[src/rtl/vga_timing.sv]
// vga_timing: 1024x768@60 display timing generator, 65 MHz pixel clock.
// Ports: clk, rst (async active-low), en (pixel enable) in;
//        hcount/vcount, hblnk/vblnk, hsync/vsync, frame_start, frame_cnt out.
module vga_timing #(
    parameter int H_VISIBLE = 1024,
    parameter int H_FRONT   = 24,
    parameter int H_SYNC    = 136,
    parameter int H_BACK    = 160,
    parameter int V_VISIBLE = 768,
    parameter int V_FRONT   = 3,
    parameter int V_SYNC    = 6,
    parameter int V_BACK    = 29,
    parameter bit HSYNC_POL = 1'b0,
    parameter bit VSYNC_POL = 1'b0
) (
    input  logic        clk,
    input  logic        rst,
    input  logic        en,
    output logic [10:0] hcount,
    output logic [9:0]  vcount,
    output logic        hblnk,
    output logic        vblnk,
    output logic        hsync,
    output logic        vsync,
    output logic        frame_start,
    output logic [15:0] frame_cnt
);

    localparam int H_TOTAL = H_VISIBLE + H_FRONT + H_SYNC + H_BACK;
    localparam int V_TOTAL = V_VISIBLE + V_FRONT + V_SYNC + V_BACK;

    localparam logic [10:0] H_LAST   = 11'(H_TOTAL - 1);
    localparam logic [10:0] H_BLANK  = 11'(H_VISIBLE);
    localparam logic [10:0] HS_FIRST = 11'(H_VISIBLE + H_FRONT);
    localparam logic [10:0] HS_LAST  = 11'(H_VISIBLE + H_FRONT + H_SYNC - 1);

    localparam logic [9:0] V_LAST   = 10'(V_TOTAL - 1);
    localparam logic [9:0] V_BLANK  = 10'(V_VISIBLE);
    localparam logic [9:0] VS_FIRST = 10'(V_VISIBLE + V_FRONT);
    localparam logic [9:0] VS_LAST  = 10'(V_VISIBLE + V_FRONT + V_SYNC - 1);

    logic [10:0] hcount_q, hcount_d;
    logic [9:0]  vcount_q, vcount_d;
    logic        hblnk_q, hblnk_d;
    logic        vblnk_q, vblnk_d;
    logic        hsync_q, hsync_d;
    logic        vsync_q, vsync_d;
    logic        fstart_q, fstart_d;
    logic [15:0] fcnt_q, fcnt_d;

    // Next counts first; every flag is decoded from these next counts so
    // that the registered flags line up exactly with the registered counts.
    always_comb begin
        hcount_d = hcount_q + 11'd1;
        vcount_d = vcount_q;
        if (hcount_q == H_LAST) begin
            hcount_d = 11'd0;
            if (vcount_q == V_LAST) begin
                vcount_d = 10'd0;
            end else begin
                vcount_d = vcount_q + 10'd1;
            end
        end

        hblnk_d = (hcount_d >= H_BLANK);
        vblnk_d = (vcount_d >= V_BLANK);

        hsync_d = ~HSYNC_POL;
        if (hcount_d >= HS_FIRST && hcount_d <= HS_LAST) begin
            hsync_d = HSYNC_POL;
        end

        vsync_d = ~VSYNC_POL;
        if (vcount_d >= VS_FIRST && vcount_d <= VS_LAST) begin
            vsync_d = VSYNC_POL;
        end

        // Only a counted wrap reaches (0,0) here; the reset state never
        // passes through this decode, so it produces no strobe.
        fstart_d = (hcount_d == 11'd0) && (vcount_d == 10'd0);
        fcnt_d   = fcnt_q + (fstart_d ? 16'd1 : 16'd0);
    end

    always_ff @(posedge clk or negedge rst) begin
        if (!rst) begin
            hcount_q <= 11'd0;
            vcount_q <= 10'd0;
            hblnk_q  <= 1'b0;
            vblnk_q  <= 1'b0;
            hsync_q  <= ~HSYNC_POL;
            vsync_q  <= ~VSYNC_POL;
            fstart_q <= 1'b0;
            fcnt_q   <= 16'd0;
        end else if (en) begin
            hcount_q <= hcount_d;
            vcount_q <= vcount_d;
            hblnk_q  <= hblnk_d;
            vblnk_q  <= vblnk_d;
            hsync_q  <= hsync_d;
            vsync_q  <= vsync_d;
            fstart_q <= fstart_d;
            fcnt_q   <= fcnt_d;
        end
    end

    assign hcount      = hcount_q;
    assign vcount      = vcount_q;
    assign hblnk       = hblnk_q;
    assign vblnk       = vblnk_q;
    assign hsync       = hsync_q;
    assign vsync       = vsync_q;
    assign frame_start = fstart_q;
    assign frame_cnt   = fcnt_q;

endmodule

[config.mk]
export PLATFORM = sky130hd
export DESIGN_NAME = vga_timing
export DESIGN_NICKNAME = d
export VERILOG_FILES = /design/src/rtl/vga_timing.sv
export SDC_FILE = /design/constraint.sdc
export NUM_CORES = 1
export LEC_CHECK = 0
export CAP_MARGIN = 20
export CORE_ASPECT_RATIO = 0.9
export CORE_MARGIN = 2
export CORE_UTILIZATION = 55
export CTS_BUF_LIST = sky130_fd_sc_hd__clkbuf_8
export DETAILED_ROUTE_END_ITERATION = 6
export GPL_TIMING_DRIVEN = 0
export PLACE_DENSITY_LB_ADDON = 0.15
export SLEW_MARGIN = 30
export SYNTH_ARGS = -nofsm -noshare
export SYNTH_HDL_FRONTEND = slang
export SYNTH_SLANG_ARGS = --single-unit
[constraint.sdc]
create_clock -name clk -period 4.4 [get_ports clk]
set_input_delay 0.44 -clock clk [delete_from_list [all_inputs] [get_ports clk]]
set_output_delay 0.44 -clock clk [all_outputs]
set_load 0.03 [all_outputs]
# Word-level counts from Yosys, hierarchy flattened
# Index checks and enable logic that the tools add are counted.
[word_totals]
ff_bits = 42
in_bits = 3
out_inout_bits = 42
[classes]
addsub = 3
order_cmp = 6
n_eq_ne = 2
muxes = 6
reduce_logical = 5
[op_table]
columns = ["cell", "n"]
rows = [
  ["greater-or-equal comparator 11 bit, second input constant", 2],
  ["greater-or-equal comparator 10 bit, second input constant", 2],
  ["2-to-1 mux 10 bit", 2],
  ["adder 16 x 1 -> 16 bit", 1],
  ["adder 11 x 1 -> 11 bit, second input constant", 1],
  ["equality test 11 bit, second input constant", 1],
  ["less-or-equal comparator 11 bit, second input constant", 1],
  ["zero test 11 bit", 1],
  ["2-to-1 mux 11 bit", 1],
  ["adder 10 x 1 -> 10 bit, second input constant", 1],
  ["equality test 10 bit, second input constant", 1],
  ["less-or-equal comparator 10 bit, second input constant", 1],
  ["zero test 10 bit", 1],
  ["logical AND 1 bit", 3],
  ["2-to-1 mux 1 bit", 3],
]

# Depth between registers and ports, before layout
[depth]
depth_word = 7
mapped_depth = 16

# Worst setup path after synthesis
# No wires, ideal clock.
[synth_timing]
kind = "reg2reg"
startpoint = "register hcount_q[1], in the netlist hcount[1]"
endpoint = "register fcnt_q[13], in the netlist frame_cnt[13]"
setup_time_ns = 0.133
arrival_time_ns = 3.522
required_time_ns = 4.267
slack_ns = 0.745
stages_incl_launch_ff = 15
n_path_buf = 2
path_cell_list = "dfrtp_1 > ha_1 > buf_4 > nand2_2 > or4_4 > buf_6 > or2_4 > a2111oi_4 > nand3_2 > nor3b_1 > ha_1 > nand4_1 > nor3_1 > nand3_1 > xnor2_1"
[synth_via]
elab_chain_cells = 6
elab_cells_between_ends = 9
cone_classes = "add/sub (2); eq/ne (1); mux (3); reduce/logical (3)"
[synth_lines]
columns = ["item", "line_no", "text"]
rows = [
  ["start: declaration", "42", "logic [10:0] hcount_q, hcount_d;"],
  ["start signal: assignment", "95", "hcount_q <= hcount_d;"],
  ["adder 11 x 1 -> 11 bit or equality test 11 bit (tied branches)", "54, 56", ""],
  ["2-to-1 mux 11 bit or 2-to-1 mux 10 bit (tied branches)", "56", "if (hcount_q == H_LAST) begin"],
  ["zero test 11 bit or zero test 10 bit (tied branches)", "80", "fstart_d = (hcount_d == 11'd0) && (vcount_d == 10'd0);"],
  ["logical AND 1 bit (*)", "80", ""],
  ["named net fstart_d", "48", "logic fstart_q, fstart_d;"],
  ["2-to-1 mux 1 bit (*)", "81", "fcnt_d = fcnt_q + (fstart_d ? 16'd1 : 16'd0);"],
  ["adder 16 x 1 -> 16 bit (*)", "81", ""],
  ["end signal: assignment", "102", "fcnt_q <= fcnt_d;"],
  ["end: declaration", "49", "logic [15:0] fcnt_q, fcnt_d;"],
]
# Mark *: on every way through the listed nets, which the timed path passes. The rest lies on a longest branch.
# A chain may end at the register's enable or synchronous reset.

# Final worst setup path
[layout_timing]
startpoint = "register hcount_q[0], in the netlist hcount[0]"
endpoint = "register fcnt_q[13], in the netlist frame_cnt[13]"
# The elaborated chain is that of the path after synthesis.

==> results summary <==
The first global-routing pass estimated 9.78 mm of wire. The worst setup path is of the reg -> reg kind. The largest family of logic cells by synthesized area is simple AND/OR/NAND/NOR gates. The post-synthesis adder-cell area fraction is 3.45%. TritonCTS built the clock tree. For this design the static power due to leakage is 1.26 nW. The number of enable flip-flop cells after synthesis came out at 0. Among all flip-flop cells after synthesis, the most frequent one is dfrtp_1. The XOR/XNOR share of the synthesized area came out at 8.97%. The core region is 4460 um2. For this run, the number of Yosys warnings is 0. The post-place setup slack came out at 0.365 ns.

After the first detailed-routing iteration, the DRC count stood at 132. The height of the chip came out at 68.5 um. The summed instance area of the synthesized netlist came out at 2540 um2. STA puts the critical path data arrival time at 4.10 ns. The count of boundary I/O pins came out at 45.

The max-cap violation count came out at 0. The switching power share of the total came out at 33.5%. The cell-internal power came out at 0.712 mW. The switching component of the power came out at 0.360 mW. The run finished with clean final reports.

The iteration count of the initial detailed-routing pass is 4. The power density over the cells is 336 nW/um2. The pin count of the biggest net entering global routing came out at 24. The count of unique library cells instantiated by Yosys is 53. The path class of the tightest hold or removal check is in -> async. The sum of negative setup slack came out at 0 ns. The routability congestion estimate is 0.857. The footprint of the multi-input gates is 1370 um2. The number of fill cells in the layout is 346. Of all nets on the critical path, the largest fanout is 10.

Summed over all layers, the routed wires come to 5.87 mm. The post-CTS setup buffer count is 0. The net count after synthesis came out at 283. The largest voltage drop on the vdd net came out at 0.000287 V.

At the pin with the least slew margin, the transition time is 0.627 ns. The starting density of the core came out at 56.9%. The die covers 5180 um2. The number of antenna violations at the first check in global routing is 0.

Setup violations remaining at the end of the flow were counted as 0. The final worst-path cycle share is 88.9%. The repair_antennas step left the layout with diodes totalling 0. The worst-case clock buffer depth came out at 2. The cell count after synthesis came out at 273. The fraction of the yosys area taken by sequential cells came out at 41.5%.

Setup repair after global routing left no endpoint under its margin. The cell sitting at the root of the clock tree is a clkbuf_8. The number of cells upsized or downsized after cts is 0. The number of vias after detailed routing came out at 2251. The synthesized area per cell is 9.30 um2.

The synthesized netlist devotes 15.2% of its cell area to compound gates. The final critical path time including I/O delays and setup is 3.91 ns. The number of max-slew violations in the final report came out at 0. The global-route congestion overflow total came out at 0. The sequential cell area is 1050 um2. Sequential cells account for 41.3% of the total power. STA classifies the critical path startpoint as a register.

The floorplan step set the die width to 75.6 um. The total global-route track usage came out at 24.8%. The layout net count is 334. The post-route clock skew came out at 0.0109 ns. The final worst slack is 0.488 ns. The basic-gate share of the synthesized area counting and, or, nand and nor cells is 24.7%. After clock tree synthesis, the clock-pin slew on the worst setup and hold paths is 0.09 ns. The DRC violation count after routing came out at 0.

After clock tree synthesis, the flow added hold-fix buffers numbering 0. The relative contribution of the clock network to total power came out at 29.0%. The element type at the critical path end is a register. The part of the power in combinational logic came out at 29.7%. The number of rows created at floorplan is 23.

The CTS H-tree depth came out at 2. Input and output buffers added on the ports amount to 43. The worst slew margin relative to its limit is 57.8%. The synthesis-stage register bit count is 42. Static timing analysis puts the maximum clock frequency at 0.256 GHz. The fraction of layout cells with a size suffix above 1 is 10.8%. The post-synthesis async set-or-reset flop share came out at 100%.

The number of global-route vias before repair is 2035. The number of vias per cell came out at 5.82. The clock latency on the worst-skew pair came out at 0.30 ns.

The number of hold-slack violations in the final timing report is 0. The required time of the critical path is 4.58 ns. The routed wire length per instance is 15.2 um. The slack of the worst reg-to-reg path is 0.49 ns. The multiplexer area fraction after synthesis came out at 1.28%. The number of nets still failing antenna checks after routing is 0.

The placed wire-length estimate after detailed placement is 4.22 mm. The number of clock buffers added by TritonCTS is 5. The count of clock tree sinks is 42. The layout-stage area growth over the synthesis result is 25.4%.
## flip-flops by register name, indices dropped and copies added (netlist names)
name         cells
vblnk            1
hsync            1
vsync            1
frame_start      1
hcount          11
frame_cnt       16
vcount          10
hblnk            1
## routing by layer
layer | part of all wire [%] | vias up | track usage [%]
met5 | 0 | - | 0
met4 | 1.2 | 0 | 6.80
met3 | 5.2 | 9 | 4.57
met2 | 46 | 73 | 38.4
met1 | 47 | 1085 | 35.7
li1 | - | 1084 | -
## path summary, 6_finish.rpt
| check | from | to | cells after the start |
|---|---|---|---|
| max in group asynchronous | rst | vsync | 2 |
| setup / recovery | hcount[0] | frame_cnt[13] | 14 |
| hold / removal | rst | frame_cnt[5] | 1 |
| hold reg to reg | frame_cnt[15] | frame_cnt[15] | 1 |
| setup reg to reg | hcount[0] | frame_cnt[13] | 14 |
| min in group clk | frame_cnt[15] | frame_cnt[15] | 1 |
## cells by family after synthesis
group                    after synthesis
AND/OR/NAND/NOR                      114
AO/OA/AOI/OAI                         55
flip-flops                            42
XOR/XNOR                              26
buffers and inverters                 26
adder cells (fa/ha/maj)                7
multiplexers                           3
## area by class of cell
class	count	area share, %
Multi-Input combinational cell	205	42.9
Sequential cell	42	33.1
Timing Repair Buffer	44	14.2
Buffer	17	2.87
Tap cell	62	2.44
Clock buffer	5	2.16
Clock inverter	3	1.26
Inverter	9	1.06
## cell usage in the layout (no fill, tap or decap), drive strengths merged, types with 3 or more instances in the layout
master / netlist / final
or3: 4 / 4
nand3: 14 / 14
o31ai: 8 / 8
ha: 7 / 7
clkdlybuf4s50: 0 / 42
nor2: 22 / 22
inv: 9 / 9
and3: 7 / 7
xnor2: 19 / 19
nand4: 7 / 7
or4: 3 / 3
nor3: 8 / 8
buf: 7 / 9
dfrtp: 40 / 40
a21o: 3 / 3
nand2: 29 / 29
clkbuf: 10 / 15
o21ai: 19 / 19
xor2: 7 / 7
or2: 5 / 5
a31oi: 6 / 6
nor4: 6 / 6
## synthesized netlist by cell type (all sizes together) (2+ instances only)
cell	instances	area, um2
o41ai	2	17.5
or3	4	25.0
buf	7	53.8
a41oi	2	17.5
inv	9	33.8
and3	7	43.8
and2	2	12.5
nand2	29	111
xor2	7	61.3
o21ai	19	95.1
mux2	2	22.5
a31oi	6	37.5
xnor2	19	166
o31ai	8	60.1
ha	7	87.6
nor3	8	40.0
o21a	2	15.0
nor4	6	52.6
nor2	22	82.6
a21oi	2	10.0
nand4	7	43.8
or4	3	26.3
a311oi	2	17.5
or2	5	33.8
a21o	3	22.5
nand3	14	87.6
nor3b	2	15.0
clkbuf	10	37.5
dfrtp	40	1000
dfstp	2	52.6
## power groups by stage
stage	clock [mW]	combinational, mW	sequential, mW
6_report	0.311	0.319	0.442
5_1_grt	0.324	0.348	0.448
4_1_cts	0.311	0.319	0.442
3_5_place_dp	0	0.316	0.450
3_3_place_gp	0	0.311	0.449
2_1_floorplan	0	0.160	0.502
## stage by stage
step	instance area (um2)	hold slack, ns	utilization, %	instances	total power, mW
3_5_place_dp	3070	0.428	68.8	379	0.765
5_1_grt	3190	0.121	71.4	387	1.12
3_3_place_gp	3050	0.461	68.3	378	0.760
4_1_cts	3180	0.105	71.3	387	1.07
2_1_floorplan	2540	0.144	-	273	0.662
6_report	3190	0.0862	71.4	387	1.07
## worst max-delay path, cell delays in order, from the launching register on
cell and delay [ns]:
dfrtp_1 0.46, ha_1 0.18, buf_4 0.15, nand2_2 0.12, nor4_2 0.42, clkbuf_1 0.39, a311oi_1 0.14, nor4_1 0.34
nand4_1 0.19, nor3b_1 0.28, ha_1 0.21, nand4_1 0.23, nor3_1 0.38, nand3_1 0.16, xnor2_1 0.14
Note: power is estimated with default switching activity, not from simulation.
==> patch 1, RTL diff (same settings) <==
The parameter `HSYNC_POL` goes from 1'b0 to 1'b1.
--- a/src/rtl/vga_timing.sv
+++ b/src/rtl/vga_timing.sv
@@ -11,5 +11,5 @@
     parameter int V_SYNC    = 6,
     parameter int V_BACK    = 29,
-    parameter bit HSYNC_POL = 1'b0,
+    parameter bit HSYNC_POL = 1'b1,
     parameter bit VSYNC_POL = 1'b0
 ) (
Check against the original RTL: not equivalent (a bounded check fails within 4 cycles, from zero or initial values and one cycle with rst low).
==> patch 1 against the original RTL <==
  * Sequential power is 3% higher
  * Power rose by 2.2%
  * Synthesized area grew 4.3%
  * Setup slack better by 350 ps
  * Sequential share of layout area fell by 0.89 points
  * First-iteration DRC count is 30% higher
  * Final area is 2.6% higher
  * Wire length up 6.5%
  * Clock power fell by 17%
  * Combinational power increased by 20%
  * Synthesized cell count is 7.3% higher
  * Sequential cell count stayed put
  * Largest power group unchanged
==> patch 1: results (changes against the original RTL) <==
** Min path
- The class of the tightest hold or removal check was in -> async (unchanged).

** Synthesis
- The post-synth net total was 303 (was 283).
- Count of cell types in the netlist :: 56 (was 53)
- The fraction of the yosys area taken by sequential cells came to 39.73% (was 41.48%).
- Leading post-synthesis cells by cell area :: sky130_fd_sc_hd__dfrtp_1, sky130_fd_sc_hd__nand2_1, sky130_fd_sc_hd__xnor2_1 (was sky130_fd_sc_hd__dfrtp_1, sky130_fd_sc_hd__xnor2_1, sky130_fd_sc_hd__nand2_1)
- The async set or reset register ratio after synthesis is 100.0% (unchanged).
- Ys flop type :: sky130_fd_sc_hd__dfrtp_1 (unchanged)
- Commonest cells post-synth :: sky130_fd_sc_hd__dfrtp_1, sky130_fd_sc_hd__nand2_1, sky130_fd_sc_hd__nor2_1, sky130_fd_sc_hd__o21ai_0, sky130_fd_sc_hd__xnor2_1 (was sky130_fd_sc_hd__dfrtp_1, sky130_fd_sc_hd__nand2_1, sky130_fd_sc_hd__nor2_1)

** Setup path
- The origin of the worst setup path was vcount[0] (was hcount[0]).
- CP Max Fanout :: 11 (was 10)
- Slowest stage delay, CP :: 540 ps (was 460 ps)
- The critical path's top delay family was simple AND/OR/NAND/NOR gates (unchanged).
- The library cell contributing the largest single delay on the critical path is sky130_fd_sc_hd__dfrtp_1 (unchanged).
- The classification of the worst setup path was reg -> reg (unchanged).

** Route
- The average wire per standard cell was 15.34 um (was 15.16 um).
- The initial DRC count came to 172 (was 132).
- The iteration count of the initial detailed-routing pass is 4 (unchanged).
- Number of vias per cell after detailed routing :: 5.971 (was 5.817)

** Timing
- Final setup margin :: 839.9 ps (was 488.2 ps)
- The number of hold-slack violations in the final timing report came to 0 (unchanged).
- Worst Clk Skew :: 9.731 ps (was 10.94 ps)
- Remaining max-slew budget at the tightest pin :: 64.10% (was 57.82%)

** Clocking
- Resized Gates After CTS :: 0 (unchanged)
- TritonCTS buffer count :: 5 (unchanged)
- Clock latency on the worst-skew pair, taken at its later pin, is 310 ps.
- Count of H-tree levels built during CTS :: 2 (unchanged)

** Finish
- Number of nets at the end of the flow :: 354 (was 334)
- Flip-flop count of the largest register, all copies and words added :: 16 (unchanged)
- Share of final-layout standard cells stronger than drive strength 1 :: 9.855% (was 10.77%)
- Number of inserted diodes :: 0 (unchanged)

** Placement
- The sum of net half-perimeters after detailed placement is 4490 um (was 4219 um).
- The number of port buffers was 43 (unchanged).
- The routability congestion estimate was 0.8877 (was 0.8570).
- The worst setup slack before clock tree synthesis came to 866.0 ps (was 365.4 ps).

** Global route
- The largest net degree at the start of global routing was 25 (was 24).
- Via count of the first global-routing pass :: 2,235 (was 2,035)
- Initial antenna violation count :: 0 (unchanged)
- The first-pass GRT wire length came to 10,760 um (was 9784 um).
- Overall fraction of global-route tracks in use :: 24.61% (was 24.85%)

** Power and ir drop
- Leakage power :: 1.354 nW (was 1.263 nW)
- Maximum vdd ir drop :: 0.2903 mV (was 0.2865 mV)
- The net switching power figure came to 0.4102 mW (was 0.3595 mW).

** Outcome
- Result of the run: completed (unchanged).
## patch 1: kinds of logic after synthesis
kind of cell / share of synthesized area, %
adders and majority gates: 3.306
xor gates and xnor gates: 7.275
buffers and inverters: 4.724
DFF: 39.73
muxes: 3.637
and+or+nand+nor: 24.52
AOI/OAI and AO/OA: 16.82
## patch 1: path summary, 6_finish.rpt
| kind | to | slack (ps) | depth (start not counted) |
|---|---|---|---|
| max | frame_cnt[13] | 840 | 12 |
| min | frame_cnt[7] | 70 | 1 |
| min reg2reg | frame_cnt[15] | 470 | 1 |
| max reg2reg | frame_cnt[13] | 840 | 12 |
| max in group asynchronous | vsync | 3780 | 2 |
| min in group clk | frame_cnt[15] | 470 | 1 |
## patch 1: cell type report
| type | instances | area [sq um] |
|---|---|---|
| plain buffers | 20 | 98.84 |
| clock buffers | 5 | 68.82 |
| clock inverters | 3 | 21.27 |
| fillers | 368 | 1277 |
| inverters | 7 | 26.28 |
| multi-input cells | 224 | 1471 |
| flip-flops and latches | 42 | 1052 |
| well taps | 62 | 77.57 |
| repair buffers | 44 | 452.9 |
## patch 1: layer usage
metal	up-vias	GRT usage, %	part of all wire, %
met2	113	37.10	45
met5	-	0	0
met1	1154	35.54	45
li1	1155	-	-
met3	8	4.167	7.9
met4	0	9.127	1.4
## patch 1: power by group through the flow
stage	registers [mW]	logic, mW	clock network (mW)
global placement	0.459	0.373	0
floorplan	0.525	0.188	0
CTS	0.454	0.382	0.266
global route	0.460	0.413	0.285
detailed placement	0.461	0.380	0
finish	0.454	0.382	0.259
## patch 1: metrics by stage
step                      std cells  total power, mW  instance area [sq um]  utilization [%]  hold slack [ps]
final                           407            1.095                   3269            71.90            73.56
after global routing            407            1.157                   3269            71.90            97.05
after CTS                       407            1.103                   3269            71.90            82.19
after detailed placement        399           0.8409                   3179            69.92            415.7
after global placement          398           0.8321                   3157            69.43            454.1
after floorplan                 293           0.7131                   2649                -            144.4
==> patch 2, RTL diff (same settings) <==
Made on the original files. Compare `vcount_q` against `V_LAST` with >= in place of ==.
--- a/src/rtl/vga_timing.sv
+++ b/src/rtl/vga_timing.sv
@@ -56,5 +56,5 @@
         if (hcount_q == H_LAST) begin
             hcount_d = 11'd0;
-            if (vcount_q == V_LAST) begin
+            if (vcount_q >= V_LAST) begin
                 vcount_d = 10'd0;
             end else begin
Function: same outputs for any inputs over 10 cycles, from zero or initial values and one cycle with rst low; that may be too few to reach the edited logic, so the function may still have changed.
==> patch 2 against the original RTL <==
  * Power increased by 7.8%
  * Synthesized area increased by 5.4%
  * Critical endpoint is now frame_cnt[14]
  * Sequential power increased by 4%
  * Wire length increased by 11%
  * Non-clock buffer count increased by 5
  * Final area increased by 3.8%
  * Sequential cell count unchanged
  * Setup slack improved by 400 ps
==> patch 2: results (changes against the original RTL) <==
** Synthesis
- Leading post-synthesis cells by cell area: sky130_fd_sc_hd__dfrtp_1, sky130_fd_sc_hd__xnor2_1, sky130_fd_sc_hd__nand3_1 (was sky130_fd_sc_hd__dfrtp_1, sky130_fd_sc_hd__xnor2_1, sky130_fd_sc_hd__nand2_1).
- Post-synth ARST share :: 100.0% (unchanged)
- Commonest cells post-synth: sky130_fd_sc_hd__dfrtp_1, sky130_fd_sc_hd__nor2_1, sky130_fd_sc_hd__nand3_1 (was sky130_fd_sc_hd__dfrtp_1, sky130_fd_sc_hd__nand2_1, sky130_fd_sc_hd__nor2_1).
- The most used flip-flop cell after synthesis is sky130_fd_sc_hd__dfrtp_1 (unchanged).
- The post-synth net total is 306 (was 283).
- Total of warnings raised by yosys :: 0 (unchanged)
- The fraction of the yosys area taken by sequential cells was 39.35% (was 41.48%).
- Count of cell types in the netlist :: 60 (was 53)
- Post-synthesis cell count :: 296 (was 273)

** Outcome
- Result of the run :: completed (unchanged)

** Global route
- The global-route total usage across every layer is 25.61% (was 24.85%).
- The initial antenna violation count was 0 (unchanged).
- The number of global-route vias before repair is 2,242 (was 2,035).
- The first-pass GRT wire length is 10,940 um (was 9784 um).
- The largest net degree at the start of global routing was 30 (was 24).

** Placement
- Sum of net half-perimeters after detailed placement :: 4705 um (was 4219 um)
- Final weighted congestion of routability-driven global placement :: 0.9213 (was 0.8570)
- Placed instance count :: 406 (was 379)
- Buffers on Ports :: 44 (was 43)

** Power and ir drop
- Leakage power :: 1.416 nW (was 1.263 nW)
- Maximum vdd ir drop :: 0.4009 mV (was 0.2865 mV)

** Clocking
- The number of CTS-inserted buffers came to 5 (unchanged).
- Cell chosen for the clock root :: sky130_fd_sc_hd__clkbuf_8 (unchanged)
- The number of setup buffers added after CTS came to 0 (unchanged).
- The buffer depth of the longest clock path is 2 (unchanged).
- Reg clk slew, reported paths :: 90 ps (about the same)
- Resized Gates After CTS :: 0 (unchanged)
- Count of H-tree levels built during CTS :: 2 (unchanged)
- For the worst-skew pair, the clock arrives at the later sink with an insertion delay of 310 ps.

** Setup path
- CP Max Fanout :: 9 (was 10)
- Standard cell with the maximum stage delay on the critical path :: sky130_fd_sc_hd__nor3_1 (was sky130_fd_sc_hd__dfrtp_1)
- The longest individual stage delay on the worst path came to 780 ps (was 460 ps).
- The critical path's top delay family is simple AND/OR/NAND/NOR gates (unchanged).

** Finish
- Number of nets at the end of the flow :: 358 (was 334)
- The number of flip-flops under the largest register name came to 16 (unchanged).
- The number of antenna repair diodes came to 0 (unchanged).
- The share of layout cells above drive strength 1 was 10.60% (was 10.77%).

** Route
- Post-detailed-routing wire length :: 6514 um (was 5865 um)
- Iter 0 DRT Violations :: 222 (was 132)
- Number of optimization iterations in the first detailed-route pass :: 5 (was 4)
- Detailed-route wire length per cell :: 15.73 um (was 15.16 um)
- The via count was 2,467 (was 2,251).

** Min path
- Type of the tightest min-delay check :: in -> async (unchanged)

** Timing
- The clock skew after layout came to 8.439 ps (was 10.94 ps).
- The worst relative slew slack came to 37.61% (was 57.82%).
## patch 2: changes by cell type in the layout (fill, tap and decap cells not counted), moves of 4 or more
| cell | unedited run | this run |
|---|---|---|
| sky130_fd_sc_hd__a21oi_1 | 2 | 7 |
| sky130_fd_sc_hd__buf_2 | 2 | 6 |
| sky130_fd_sc_hd__inv_1 | 9 | 5 |
| sky130_fd_sc_hd__nand2_1 | 28 | 22 |
| sky130_fd_sc_hd__nand2b_1 | 0 | 4 |
| sky130_fd_sc_hd__nand3_1 | 12 | 23 |
| sky130_fd_sc_hd__nor4_1 | 4 | 0 |
| sky130_fd_sc_hd__o31ai_1 | 8 | 3 |
## patch 2: cell type report
| cell class | count | area, sq um |
|---|---|---|
| multi-input cells | 228 | 1491 |
| fillers | 393 | 1468 |
| clock inverters | 3 | 23.77 |
| plain buffers | 21 | 113.9 |
| clock buffers | 5 | 68.82 |
| inverters | 5 | 18.77 |
| well taps | 65 | 81.33 |
| flip-flops and latches | 42 | 1054 |
| repair buffers | 45 | 455.4 |
## patch 2: worst paths after layout
path | from | end | slack [ps] | cells after the start
setup / recovery | hcount[9] | frame_cnt[14] | 890 | 12
hold / removal | rst | vcount[3] | 20 | 1
max in group asynchronous | rst | hsync | 3840 | 2
hold reg to reg | hblnk | hblnk | 490 | 1
setup reg to reg | hcount[9] | frame_cnt[14] | 890 | 12
min in group clk | hblnk | hblnk | 490 | 1
## patch 2: logic make-up after synthesis
kind of cell,share of synthesized area (%)
adder cells (fa/ha/maj),3.271
AO/OA/AOI/OAI,16.17
XOR/XNOR,7.523
buffers and inverters,4.953
AND/OR/NAND/NOR,25.93
flip-flops,39.35
multiplexers,2.804
## patch 2: where the power goes
group / switching [mW] / leakage, nW / internal, mW
Sequential: 0.0404 / 0.555 / 0.421
Combinational: 0.247 / 0.821 / 0.176
Clock: 0.157 / 0.0408 / 0.114
Total: 0.445 / 1.42 / 0.710
## patch 2: through the flow
stage	area [sq um]	power (mW)	setup slack, ps	utilization, %	hold WS [ps]
CTS	3307	1.154	909.7	69.26	32.34
global route	3307	1.212	617.0	69.26	58.64
global placement	3199	0.8794	1037	67.01	457.5
detailed placement	3214	0.8858	991.7	67.32	370.2
floorplan	2678	0.7502	1232	-	144.4
finish	3307	1.155	886.9	69.26	24.88
## patch 2: per-layer routing
metal  vias to the layer above  share of wire [%]  GRT usage (%)
met5                         -                  0              0
met1                      1177                 47          36.86
met2                        96                 46          39.32
li1                       1182                  -              -
met4                         0                1.7          9.127
met3                        12                5.6          4.134
